<file path="config.mk">
export PLATFORM = sky130hd
export DESIGN_NAME = jolt_stream_selector
export DESIGN_NICKNAME = d
export VERILOG_FILES = /design/src/rtl/jolt_stream_selector.sv
export SDC_FILE = /design/constraint.sdc
export NUM_CORES = 1
export LEC_CHECK = 0
export ABC_AREA = 1
export CAP_MARGIN = 5
export CORE_ASPECT_RATIO = 1.5
export CORE_UTILIZATION = 40
export DETAILED_ROUTE_END_ITERATION = 8
export DONT_BUFFER_PORTS = 1
export GPL_TIMING_DRIVEN = 1
export PLACE_DENSITY = 0.55
export SLEW_MARGIN = 20
export SYNTH_ARGS = -nofsm -noshare
export SYNTH_HDL_FRONTEND = slang
export SYNTH_SLANG_ARGS = --single-unit
</file>
<file path="constraint.sdc">
create_clock -name clk -period 9.35 [get_ports clk]
set_input_delay 2.805 -clock clk [delete_from_list [all_inputs] [get_ports clk]]
set_output_delay 2.805 -clock clk [all_outputs]
set_load 0.01 [all_outputs]
</file>
<file path="src/rtl/jolt_stream_selector.sv">
`default_nettype none
// ============================================================================
// Module  : jolt_stream_selector
// Brief   : Streaming greedy monotonic-stack selector; keeps the largest
//           PICK-digit order-preserving subsequence of a BCD digit line.
// Revision: 1.0
// ============================================================================
module jolt_stream_selector #(
  parameter int PICK  = 12,
  parameter int LEN_W = 8,
  parameter int CNT_W = $clog2(PICK + 1)
) (
  input  logic              clk,
  input  logic              rst,
  input  logic              digit_valid,
  output logic              digit_ready,
  input  logic [3:0]        digit,
  input  logic              digit_last,
  input  logic [LEN_W-1:0]  line_len,
  output logic [4*PICK-1:0] result_bcd,
  output logic              result_valid,
  output logic              len_err
);

  typedef enum logic [0:0] {ST_ACCEPT = 1'b0, ST_POP = 1'b1} state_t;

  localparam logic [CNT_W-1:0] c_cnt_one = CNT_W'(1);
  localparam logic [LEN_W-1:0] c_len_one = LEN_W'(1);
  localparam logic [LEN_W-1:0] c_len_max = '1;
  localparam logic [31:0]      c_pick    = 32'(PICK);

  state_t              r_state, w_state_nx;
  logic [4*PICK-1:0]   r_stack, w_stack_nx;
  logic [CNT_W-1:0]    r_sp, w_sp_nx;
  logic [LEN_W-1:0]    r_drops, w_drops_nx;
  logic [3:0]          r_hold_digit, w_hold_digit_nx;
  logic                r_hold_last, w_hold_last_nx;
  logic                r_first, w_first_nx;
  logic [LEN_W-1:0]    r_count, w_count_nx;
  logic [LEN_W-1:0]    r_len, w_len_nx;
  logic                r_lerr, w_lerr_nx;
  logic [4*PICK-1:0]   r_result, w_result_nx;
  logic                r_result_valid;
  logic                r_len_err, w_len_err_nx;

  logic                w_hs, w_fire, w_pop, w_eol, w_short;
  logic                w_cand_last, w_err_cur;
  logic [3:0]          w_cand, w_top;
  logic [31:0]         w_len_ext;
  logic [LEN_W-1:0]    w_drops_init, w_drops_cur, w_len_cur;

  always_comb begin
    w_state_nx      = r_state;
    w_stack_nx      = r_stack;
    w_sp_nx         = r_sp;
    w_drops_nx      = r_drops;
    w_hold_digit_nx = r_hold_digit;
    w_hold_last_nx  = r_hold_last;
    w_first_nx      = r_first;
    w_count_nx      = r_count;
    w_len_nx        = r_len;
    w_lerr_nx       = r_lerr;
    w_result_nx     = r_result;
    w_len_err_nx    = r_len_err;
    w_eol           = 1'b0;

    w_top = 4'd0;
    for (int i = 0; i < PICK; i++)
      if (int'(r_sp) == i + 1) w_top = r_stack[4*(PICK-i)-1 -: 4];

    w_hs        = (r_state == ST_ACCEPT) && digit_valid;
    w_fire      = w_hs || (r_state == ST_POP);
    w_cand      = (r_state == ST_POP) ? r_hold_digit : digit;
    w_cand_last = (r_state == ST_POP) ? r_hold_last  : digit_last;

    // Line parameters are taken from line_len only on the first digit.
    w_len_ext    = 32'(line_len);
    w_short      = w_len_ext < c_pick;
    w_drops_init = w_short ? '0 : LEN_W'(w_len_ext - c_pick);
    w_drops_cur  = (w_hs && r_first) ? w_drops_init : r_drops;
    w_err_cur    = (w_hs && r_first) ? w_short      : r_lerr;
    w_len_cur    = (w_hs && r_first) ? line_len     : r_len;

    w_pop = (r_sp != '0) && (w_drops_cur != '0) && (w_top < w_cand);

    if (w_hs) begin
      w_count_nx = (r_count == c_len_max) ? r_count : r_count + c_len_one;
      if (r_first) begin
        w_first_nx = 1'b0;
        w_len_nx   = line_len;
        w_lerr_nx  = w_short;
        w_drops_nx = w_drops_init;
      end
    end

    if (w_fire) begin
      if (w_pop) begin
        w_sp_nx    = r_sp - c_cnt_one;
        w_drops_nx = w_drops_cur - c_len_one;
        for (int i = 0; i < PICK; i++)
          if (int'(r_sp) == i + 1) w_stack_nx[4*(PICK-i)-1 -: 4] = 4'd0;
        if (r_state == ST_ACCEPT) begin
          w_hold_digit_nx = digit;
          w_hold_last_nx  = digit_last;
        end
        w_state_nx = ST_POP;
      end else begin
        if (int'(r_sp) < PICK) begin
          for (int i = 0; i < PICK; i++)
            if (int'(r_sp) == i) w_stack_nx[4*(PICK-i)-1 -: 4] = w_cand;
          w_sp_nx = r_sp + c_cnt_one;
        end else if (w_drops_cur != '0) begin
          w_drops_nx = w_drops_cur - c_len_one;
        end
        w_state_nx = ST_ACCEPT;
        w_eol      = w_cand_last;
      end
    end

    // End of line: publish the updated stack and clear line state together.
    if (w_eol) begin
      w_result_nx  = w_stack_nx;
      w_len_err_nx = w_err_cur || (w_count_nx != w_len_cur);
      w_stack_nx   = '0;
      w_sp_nx      = '0;
      w_count_nx   = '0;
      w_lerr_nx    = 1'b0;
      w_first_nx   = 1'b1;
    end
  end

  always_ff @(posedge clk or posedge rst) begin
    if (rst) begin
      r_state        <= ST_ACCEPT;
      r_stack        <= '0;
      r_sp           <= '0;
      r_drops        <= '0;
      r_hold_digit   <= 4'd0;
      r_hold_last    <= 1'b0;
      r_first        <= 1'b1;
      r_count        <= '0;
      r_len          <= '0;
      r_lerr         <= 1'b0;
      r_result       <= '0;
      r_result_valid <= 1'b0;
      r_len_err      <= 1'b0;
    end else begin
      r_state        <= w_state_nx;
      r_stack        <= w_stack_nx;
      r_sp           <= w_sp_nx;
      r_drops        <= w_drops_nx;
      r_hold_digit   <= w_hold_digit_nx;
      r_hold_last    <= w_hold_last_nx;
      r_first        <= w_first_nx;
      r_count        <= w_count_nx;
      r_len          <= w_len_nx;
      r_lerr         <= w_lerr_nx;
      r_result       <= w_result_nx;
      r_result_valid <= w_eol;
      r_len_err      <= w_len_err_nx;
    end
  end

  assign digit_ready  = (r_state == ST_ACCEPT);
  assign result_bcd   = r_result;
  assign result_valid = r_result_valid;
  assign len_err      = r_len_err;

endmodule
`default_nettype wire

</file>
==> impl_metrics.json <==
{
  "drt_iter0_drc": 370,
  "ys_warn_count": 0,
  "initial_core_util_pct": 41.16,
  "grt.total_usage_pct": 22.13,
  "grt_pass1_vias": 6858,
  "die_w_um": 117.1,
  "drt-pass1-iter-count": 5,
  "synthCells": 1138,
  "worstMarginPinSlew_ns": 0.8940,
  "finalClockSkew_ns": 0.01397,
  "finalNetCount": 1138,
  "hold_class": "register to register",
  "n_fill_cell": 1975,
  "path_buf_inv": 3,
  "post-dp-hpwl_mm": 13.45,
  "synth-xor-area-share_pct": 2.533,
  "synth_most_common_cell": "nand2_1",
  "endpoint_kind": "register",
  "max_freq_mhz": 162.3,
  "h-tree-depth": 4,
  "whs_path_depth": 2,
  "yosys.cell_types.count": 48,
  "muxShareOfSynthArea_pct": 0.1259,
  "cts.sinks": 134,
  "cp.arrival_ns": 6.52,
  "routabilityCongestion": 0.8312,
  "worstPathMaxFanout": 62,
  "crit_chain": "ha_1 > nor2_1 > nand2_1 > nor3_2 > o21ai_0 > inv_1 > ha_1 > nand2_1 > nor2_2 > nand3_1 > nor2_1 > nand2_1 > nand3_2 > inv_2 > nand2_4 > nand3_4 > buf_4 > o21ai_0 > nor2_1",
  "grt_first_pass_wirelength_mm": 35.18,
  "die_area_um2": 20460,
  "maxSlewHeadroom_pct": 40.40,
  "ys.flop_type": "dfrtp_1",
  "synth_edf_count": 0,
  "drt-total-wl_mm": 20.80,
  "syn_avg_cell_area_um2": 6.987,
  "hold_viol_final": 0,
  "synth_top_area_share_pct": 41.86,
  "synth_top_family_by_area": "simple AND/OR/NAND/NOR gates",
  "route.detailed.drc": 0,
  "grt-ovfl-total": 0,
  "crit_path_start_kind": "input port",
  "grt_max_degree": 84,
  "fp.dieH_um": 174.7,
  "yosys.area.top_type": "dfrtp_1",
  "rows": 62,
  "max_stage_delay_ns": 0.63,
  "area_delta_synth_final_pct": 9.489,
  "outcome": "finished clean",
  "synthArstFlopShare_pct": 100.0,
  "cts-root-buf": "clkbuf_16",
  "slowest_stage": "inv_2",
  "setup_violations": 0,
  "synth_compound_area_share_pct": 10.54,
  "cts_max_path_buffers": 2,
  "syn-num-nets": 1163,
  "cts_resized": 0,
  "cts_made_buffers": 17,
  "synth_commonest_cells": "452 x nand2_1, 133 x dfrtp_1, 114 x nand3_1",
  "crit_family": "simple AND/OR/NAND/NOR gates",
  "wire_per_inst_um": 15.05,
  "num_vias": 7035,
  "final-max-slew-violation-count": 0,
  "ys_ff_latch": 134,
  "vias_per_cell": 5.090,
  "clock_latency_ns": 0.43,
  "fin_crit_sh_pct": 65.91,
  "postCtsSetupBuffers": 0,
  "netlist_area_um2": 7951,
  "synthAdderAreaFrac_pct": 1.511,
  "placeableCoreArea_um2": 19320,
  "tns_ns": 0,
  "cts_tree": "built",
  "path_class": "input port to register",
  "drive_above_1_share_pct": 6.661,
  "clk_pin_slew_ns": 0.06,
  "yosys-top-cells-area": "dfrtp_1 42%, nand2_1 21%, nand3_1 7.2%, o21ai_0 5.2%, a21oi_1 3.5%",
  "yosysSeqAreaShare_pct": 42.19,
  "rsz0062_at_grt": "no",
  "cts_hold_buffers": 0,
  "numPortBuffers": 0,
  "num_antenna_cells": 0,
  "period_minus_slack_ns": 6.163,
  "required_ns": 9.71,
  "antenna_left": 0,
  "worst-path-stages": 19,
  "io_pins": 67,
  "antenna_found_initial": 0,
  "yosys.area_share.simple_pct": 35.69,
  "r2r_cells": 18,
  "drv_cap": 0
}
[worst min-delay path, stage by stage, from the launching register on]
cell,delay (ns)
dfrtp_1,0.34
nand2_1,0.05
o21ai_0,0.06
[cell type report]
| class | instances | area, um^2 | area share [%] |
|---|---|---|---|
| clock inverters | 3 | 65.06 | 0.7473 |
| inverters | 86 | 330.3 | 3.794 |
| clock buffers | 29 | 540.5 | 6.209 |
| well taps | 256 | 320.3 | 3.679 |
| repair buffers | 9 | 80.08 | 0.9198 |
| flip-flops and latches | 134 | 3354 | 38.53 |
| multi-input cells | 865 | 4015 | 46.12 |
[path summary, 6_finish.rpt]
check	from	endpoint	slack, ns
setup / recovery	line_len[2]	r_stack[4]	3.19
hold / removal	r_hold_last	r_hold_last	0.49
setup reg to reg	r_sp[1]	r_stack[4]	3.81
hold reg to reg	r_hold_last	r_hold_last	0.49
max in group asynchronous	rst	r_stack[36]	5.81
min in group asynchronous	rst	result_bcd[9]	2.35
[metrics by stage]
step                hold slack [ns]  area, um^2  utilization (%)  setup WS, ns  instances
global placement             0.4676        8100            41.94         2.759       1350
global route                 0.5162        8706            45.07         2.690       1382
floorplan                    0.4457        7951                -         2.964       1138
CTS                          0.4889        8706            45.07         3.129       1382
detailed placement           0.4736        8100            41.94         2.681       1350
finish                       0.4854        8706            45.07         3.187       1382
[layer usage]
layer / global-route usage, % / vias to the layer above / part of all wire, %
met2: 36.22 / 145 / 49
met3: 4.128 / 37 / 3.7
met4: 8.333 / 0 / 2.5
met5: 0 / - / 0
met1: 28.69 / 3244 / 45
li1: - / 3609 / -
[cell usage in the layout (no fill, tap or decap), types with 4 or more instances in the layout]
cell type  netlist  routed
a21oi_1         56      56
buf_4            1       8
clkbuf_1        25       5
clkbuf_16        0      17
clkbuf_8         0       7
dfrtp_1        133     133
ha_1             8       8
inv_1           72      71
inv_2           12      12
nand2_1        452     452
nand2_2          4       4
nand3_1        114     114
nand4_1          8       8
nor2_1          62      61
nor3_1           6       6
o21ai_0         82      81
o21ai_1          3       4
or2_1            4       4
or2_2            7       7
xnor2_1          7       7
xor2_1          16      16
[registers in the layout, indices dropped and copies added (netlist names), 4 cells and up]
register      count
r_stack          48
result_bcd       48
r_count           8
r_drops           8
r_len             8
r_hold_digit      4
r_sp              4
[cells by family after synthesis]
group | after synthesis
adder cells (fa/ha/maj) | 9
multiplexers | 1
XOR/XNOR | 23
AO/OA/AOI/OAI | 158
buffers and inverters | 139
flip-flops | 134
AND/OR/NAND/NOR | 674
Power is left out: the tool's default activity adds up to more than one toggle a clock period on the data nets, which glitch-free logic cannot reach.
